--- src/rtl/mul_pkg.sv ---
// Shared types for the RV32M multiply controller: op encoding, FSM states, datapath width.
package mul_pkg;

  localparam int XLEN = 32;

  typedef enum logic [2:0] {
    MUL    = 3'b000,
    MULH   = 3'b001,
    MULHSU = 3'b010,
    MULHU  = 3'b011
  } mul_op_e;

  typedef enum logic [1:0] {
    IDLE,
    CALC,
    DONE
  } state_e;

endpackage

--- src/rtl/mul_sign_fix.sv ---
// Signed-to-magnitude conversion of both operands and conditional two's-complement of the product.
module mul_sign_fix #(
  parameter int W = mul_pkg::XLEN
) (
  input  logic [W-1:0]   a_i,
  input  logic [W-1:0]   b_i,
  input  logic           a_signed_i,
  input  logic           b_signed_i,
  output logic [W-1:0]   mag_a_o,
  output logic [W-1:0]   mag_b_o,
  output logic           neg_o,
  input  logic [2*W-1:0] prod_i,
  input  logic           prod_neg_i,
  output logic [2*W-1:0] result_o
);

  logic a_neg;
  logic b_neg;

  assign a_neg = a_signed_i & a_i[W-1];
  assign b_neg = b_signed_i & b_i[W-1];

  // The most negative value maps onto itself, which is the correct unsigned magnitude.
  assign mag_a_o = a_neg ? (~a_i + 1'b1) : a_i;
  assign mag_b_o = b_neg ? (~b_i + 1'b1) : b_i;
  assign neg_o   = a_neg ^ b_neg;

  // Negating zero wraps back to zero, so no -0 result can appear.
  assign result_o = prod_neg_i ? (~prod_i + 1'b1) : prod_i;

endmodule

--- src/rtl/mul_unit.sv ---
// Combinational W x W -> 2W unsigned multiplier; the controller treats it as a multicycle path.
module mul_unit #(
  parameter int W = 32
) (
  input  logic [W-1:0]   a,
  input  logic [W-1:0]   b,
  output logic [2*W-1:0] out
);

  assign out = a * b;

endmodule

--- src/rtl/mul_issue_ctrl.sv ---
// Multicycle RV32M multiply controller in front of mul_unit.
// Optional MUL_ZERO_BYPASS_EN: a zero operand skips CALC and completes on the accept edge.
module mul_issue_ctrl #(
  parameter int MUL_CYCLES = 2,
  parameter int XLEN       = 32
) (
  input  logic            clk,
  input  logic            rst_n,
  input  logic            i_valid,
  output logic            o_ready,
  input  logic [2:0]      i_funct3,
  input  logic [XLEN-1:0] i_a,
  input  logic [XLEN-1:0] i_b,
  input  logic            i_flush,
  output logic            o_valid,
  input  logic            i_ready,
  output logic [XLEN-1:0] o_result,
  output logic            o_busy
);

  import mul_pkg::*;

  localparam logic [3:0] CNT_INIT = 4'(MUL_CYCLES - 1);

  state_e            state_q;
  logic [3:0]        cnt_q;
  logic [XLEN-1:0]   mag_a_q;
  logic [XLEN-1:0]   mag_b_q;
  logic              neg_q;
  logic              sel_hi_q;
  logic              valid_q;
  logic [XLEN-1:0]   result_q;

  mul_op_e           op;
  logic              a_signed;
  logic              b_signed;
  logic [XLEN-1:0]   mag_a_d;
  logic [XLEN-1:0]   mag_b_d;
  logic              neg_d;
  logic              accept_d;
  logic [2*XLEN-1:0] prod;
  logic [2*XLEN-1:0] prod_fixed;
  logic [XLEN-1:0]   result_d;

  assign op       = mul_op_e'(i_funct3);
  assign a_signed = (op == MULH) || (op == MULHSU);
  assign b_signed = (op == MULH);
  // Reserved encodings (funct3[2]=1) are never accepted.
  assign accept_d = i_valid && !i_flush && !i_funct3[2];

  mul_sign_fix #(.W(XLEN)) u_sign_fix (
    .a_i        (i_a),
    .b_i        (i_b),
    .a_signed_i (a_signed),
    .b_signed_i (b_signed),
    .mag_a_o    (mag_a_d),
    .mag_b_o    (mag_b_d),
    .neg_o      (neg_d),
    .prod_i     (prod),
    .prod_neg_i (neg_q),
    .result_o   (prod_fixed)
  );

  mul_unit #(.W(XLEN)) u_mul_unit (
    .a   (mag_a_q),
    .b   (mag_b_q),
    .out (prod)
  );

  assign result_d = sel_hi_q ? prod_fixed[2*XLEN-1:XLEN] : prod_fixed[XLEN-1:0];

  always_ff @(posedge clk or negedge rst_n) begin
    if (!rst_n) begin
      state_q  <= IDLE;
      cnt_q    <= '0;
      mag_a_q  <= '0;
      mag_b_q  <= '0;
      neg_q    <= 1'b0;
      sel_hi_q <= 1'b0;
      valid_q  <= 1'b0;
      result_q <= '0;
    end else begin
      case (state_q)
        IDLE: begin
          if (accept_d) begin
            mag_a_q  <= mag_a_d;
            mag_b_q  <= mag_b_d;
            neg_q    <= neg_d;
            sel_hi_q <= (op != MUL);
            cnt_q    <= CNT_INIT;
`ifdef MUL_ZERO_BYPASS_EN
            if (i_a == '0 || i_b == '0) begin
              state_q  <= DONE;
              valid_q  <= 1'b1;
              result_q <= '0;
            end else begin
              state_q <= CALC;
            end
`else
            state_q <= CALC;
`endif
          end
        end
        CALC: begin
          if (i_flush) begin
            state_q <= IDLE;
            valid_q <= 1'b0;
          end else if (cnt_q == 4'd0) begin
            // Operands have been stable for the full multicycle budget.
            result_q <= result_d;
            valid_q  <= 1'b1;
            state_q  <= DONE;
          end else begin
            cnt_q <= cnt_q - 4'd1;
          end
        end
        DONE: begin
          // Flush takes priority over a simultaneous consume.
          if (i_flush) begin
            state_q  <= IDLE;
            valid_q  <= 1'b0;
            result_q <= '0;
          end else if (i_ready) begin
            state_q <= IDLE;
            valid_q <= 1'b0;
          end
        end
        default: begin
          state_q <= IDLE;
          valid_q <= 1'b0;
        end
      endcase
    end
  end

  assign o_ready  = (state_q == IDLE);
  assign o_busy   = (state_q != IDLE);
  assign o_valid  = valid_q;
  assign o_result = result_q;

endmodule

--- config.mk ---
export PLATFORM = sky130hd
export DESIGN_NAME = mul_issue_ctrl
export DESIGN_NICKNAME = d
export VERILOG_FILES = /design/src/rtl/mul_pkg.sv /design/src/rtl/mul_sign_fix.sv /design/src/rtl/mul_unit.sv /design/src/rtl/mul_issue_ctrl.sv
export SDC_FILE = /design/constraint.sdc
export NUM_CORES = 2
export LEC_CHECK = 0
export CAP_MARGIN = 20
export CORE_MARGIN = 2
export CORE_UTILIZATION = 55
export CTS_CLUSTER_DIAMETER = 30
export DETAILED_ROUTE_END_ITERATION = 10
export PLACE_DENSITY = 0.74
export SETUP_SLACK_MARGIN = 0.1
export SYNTH_ARGS = -nofsm -noshare
export SYNTH_HDL_FRONTEND = slang
export SYNTH_SLANG_ARGS = --single-unit
--- constraint.sdc ---
create_clock -name clk -period 7.9 [get_ports clk]
set_input_delay 0.79 -clock clk [delete_from_list [all_inputs] [get_ports clk]]
set_output_delay 0.79 -clock clk [all_outputs]
set_load 0.05 [all_outputs]
==> flow_summary.yaml <==
worst_setup_path:
  cp_slowest_stage_delay_ns: 0.58
  path_common_cell: "fa_1"
  cp_slowest_cell: "fa_1"
  crit_arrival_ns: 9.21
  regToRegStartpoint: "mag_b_q[2]$_DFFE_PN0P_"
  path_class: "flip-flop to flip-flop"
  ff2ff_path_depth: 28
  cp-start-kind: "flip-flop"
  r2r-end: "o_result[31]$_DFFE_PN0P_"
  rrSetupSlack_ns: -1.01
  endpoint_kind: "flip-flop"
  crit_required_ns: 8.21
  crit_fanout: 12
place:
  gp_congestion: 1.01
  post-dp-hpwl_mm: 107
  portBuffers: 106
synthesis:
  avgSynthCellArea_um2: 8.67
  ys_dominant_reg_cell: "dfrtp_1"
  synth_top_area_cell: "fa_1"
  yosysWarnings: 0
  synthCells: 4780
  yosysSeqAreaShare_pct: 6.34
  synth_edf_count: 0
  ys_ff_latch: 105
  synthDistinctLibCells: 86
  async_flop_share_pct: 100
  synthesis.area_um2: 41400
  synth_nets: 6016
  synth_top_area_share_pct: 43.3
  synthTopCellsByArea: "fa_1 43%, and2_1 8.9%, inv_1 8.2%"
clock_network:
  cts_tree: "yes"
  numCtsBuffers: 9
  cts_hold_buf: 0
  clk_path_buf_depth: 2
  cts-root-buf: "clkbuf_16"
  clk_pin_slew_worst_paths_ns: 0.10
  cts_num_sinks: 105
  htreeDepth: 3
  worstSkewPairLatency_ns: 0.41
sta:
  rsz0062_at_grt: "true"
  hold_viol: 0
  slew_violations: 0
  setup_viol: 32
  relSlewSlack_pct: 35.4
  fin_ws_ns: -1.01
  period_share_pct: 113
  tightestPinTransition_ns: 0.966
  fin_crit_ns: 8.91
  fin_worst_skew_ns: 0.0184
  max_freq_ghz: 0.112
flow_run:
  maxCapViolCount: 0
global_routing:
  antenna_found_initial: 4
  grt-ovfl-total: 0
  grt_pass1_wl_mm: 204
  grt_pass1_vias: 37900
  track_usage_pct: 33.7
  grt_max_degree: 76
die:
  die_w_um: 278
  io_pins: 107
  dieArea_um2: 77500
  rows: 100
  chipHeight_um: 278
  core_um2: 74400
  initial_utilization_pct: 55.6
outcome:
  outcome: "finished with violations"
  violations: "negative setup slack"
layout:
  nFillCells: 5914
  mostFrequentLayoutCells: "895 x inv_1, 877 x fa_1, 659 x nand2_1"
  drive_above_1_share_pct: 17.4
  final_util_pct: 67.2
  final-seq-area_um2: 2650
  syn_to_final_growth_pct: 20.8
  final_common_cell: "inv_1"
  multi_input_area_um2: 35400
  layout.nets: 6546
detailed_routing:
  post_drt_via_cell_ratio: 5.60
  drtPass1Iterations: 6
  drc_errors: 0
  postRouteAntennaNets: 0
  drt_iter0_drc: 2706
  routed_wl_mm: 127
  routedWlPerCell_um: 20.1
  dr_total_vias: 35200
worst_hold_path:
  hold_class: "primary input to asynchronous set/reset pin"
-- stage by stage --
stage                     worst slack [ns]  setup TNS, ns  area, µm²  hold slack [ns]  cells
after floorplan                     -0.529          -6.30      41500            0.488   4780
after global placement               -1.13         -27.09      48100            0.459   6205
after detailed placement             -1.20         -28.98      48100            0.458   6206
after CTS                           -0.851         -19.82      49600            0.464   6265
after global routing                 -1.20         -31.87      50000            0.494   6286
final                                -1.01         -24.76      50000            0.435   6286
-- area by class of cell --
type                            count  share of cell area (%)
Timing Repair Buffer              791                    14.1
Tap cell                          969                    2.42
Sequential cell                   105                    5.30
Clock buffer                        9                   0.450
Multi-Input combinational cell   3497                    70.8
Antenna cell                        2                  0.0100
Clock inverter                      7                   0.178
Inverter                          906                    6.80
-- per-layer routing --
metal / up-vias / wire length, µm / track usage [%]
met5: - / 0 / 0
met4: 0 / 4150 / 9.97
met3: 233 / 10500 / 6.77
met2: 1365 / 61400 / 56.8
met1: 18000 / 50400 / 44.1
li1: 15600 / - / -
-- cell families after synthesis --
family,after synthesis,synth area share (%)
xor+xnor,147,3.11
mux,13,0.323
flops,105,6.34
simple gates,1630,19.8
compound gates,543,8.33
fa+ha+maj,1164,51.4
buf+inv,1178,10.7
-- cell usage after synthesis (33+ instances only) --
cell type and instances:
inv_1 905, fa_1 896, nand2_1 667, and2_1 590
ha_1 268, clkbuf_1 257, o21ai_0 177, a21oi_1 137
nor2_1 132, dfrtp_1 105, xnor2_1 88, xor2_1 59
nor3_1 48, or3_1 35, nand4_1 34, nand3_1 33
-- sequential cells by signal, summed over array words and instances (netlist names) --
name / flops
mag_a_q: 32
mag_b_q: 32
o_result: 32
cnt_q: 4
state_q: 2
neg_q: 1
o_valid: 1
sel_hi_q: 1
-- timing repair --
item                       in CTS  in global routing
setup endpoints to repair      32                 32
buffers inserted               42                 19
pin swaps                      87                 49
gates resized for setup       193                 77
gates cloned                    1                  1
-- critical path: cells and delay by family, from the launching register on --
kind | cells | cell delay, ns
AND/OR/NAND/NOR | 9 | 2.98
AO/OA/AOI/OAI | 4 | 0.47
flip-flops | 1 | 0.45
buffers and inverters | 6 | 0.53
adder cells (fa/ha/maj) | 9 | 4.33
-- how the worst max path moves through the flow --
stage | start | end | slack [ns] | cells past startpoint
2_1_floorplan | mag_a_q[13]$_DFFE_PN0P_ | o_result[31]$_DFFE_PN0P_ | -0.53 | 30
3_3_place_gp | mag_a_q[21]$_DFFE_PN0P_ | o_result[16]$_DFFE_PN0P_ | -1.13 | 28
3_5_place_dp | mag_b_q[6]$_DFFE_PN0P_ | o_result[16]$_DFFE_PN0P_ | -1.20 | 30
4_1_cts | mag_b_q[2]$_DFFE_PN0P_ | o_result[31]$_DFFE_PN0P_ | -0.85 | 30
5_1_grt | mag_b_q[2]$_DFFE_PN0P_ | o_result[31]$_DFFE_PN0P_ | -1.20 | 28
6_report | mag_b_q[2]$_DFFE_PN0P_ | o_result[31]$_DFFE_PN0P_ | -1.01 | 28
Power is not shown: default switching activity piles up to over one toggle a cycle in this logic, so the estimate is an artifact.
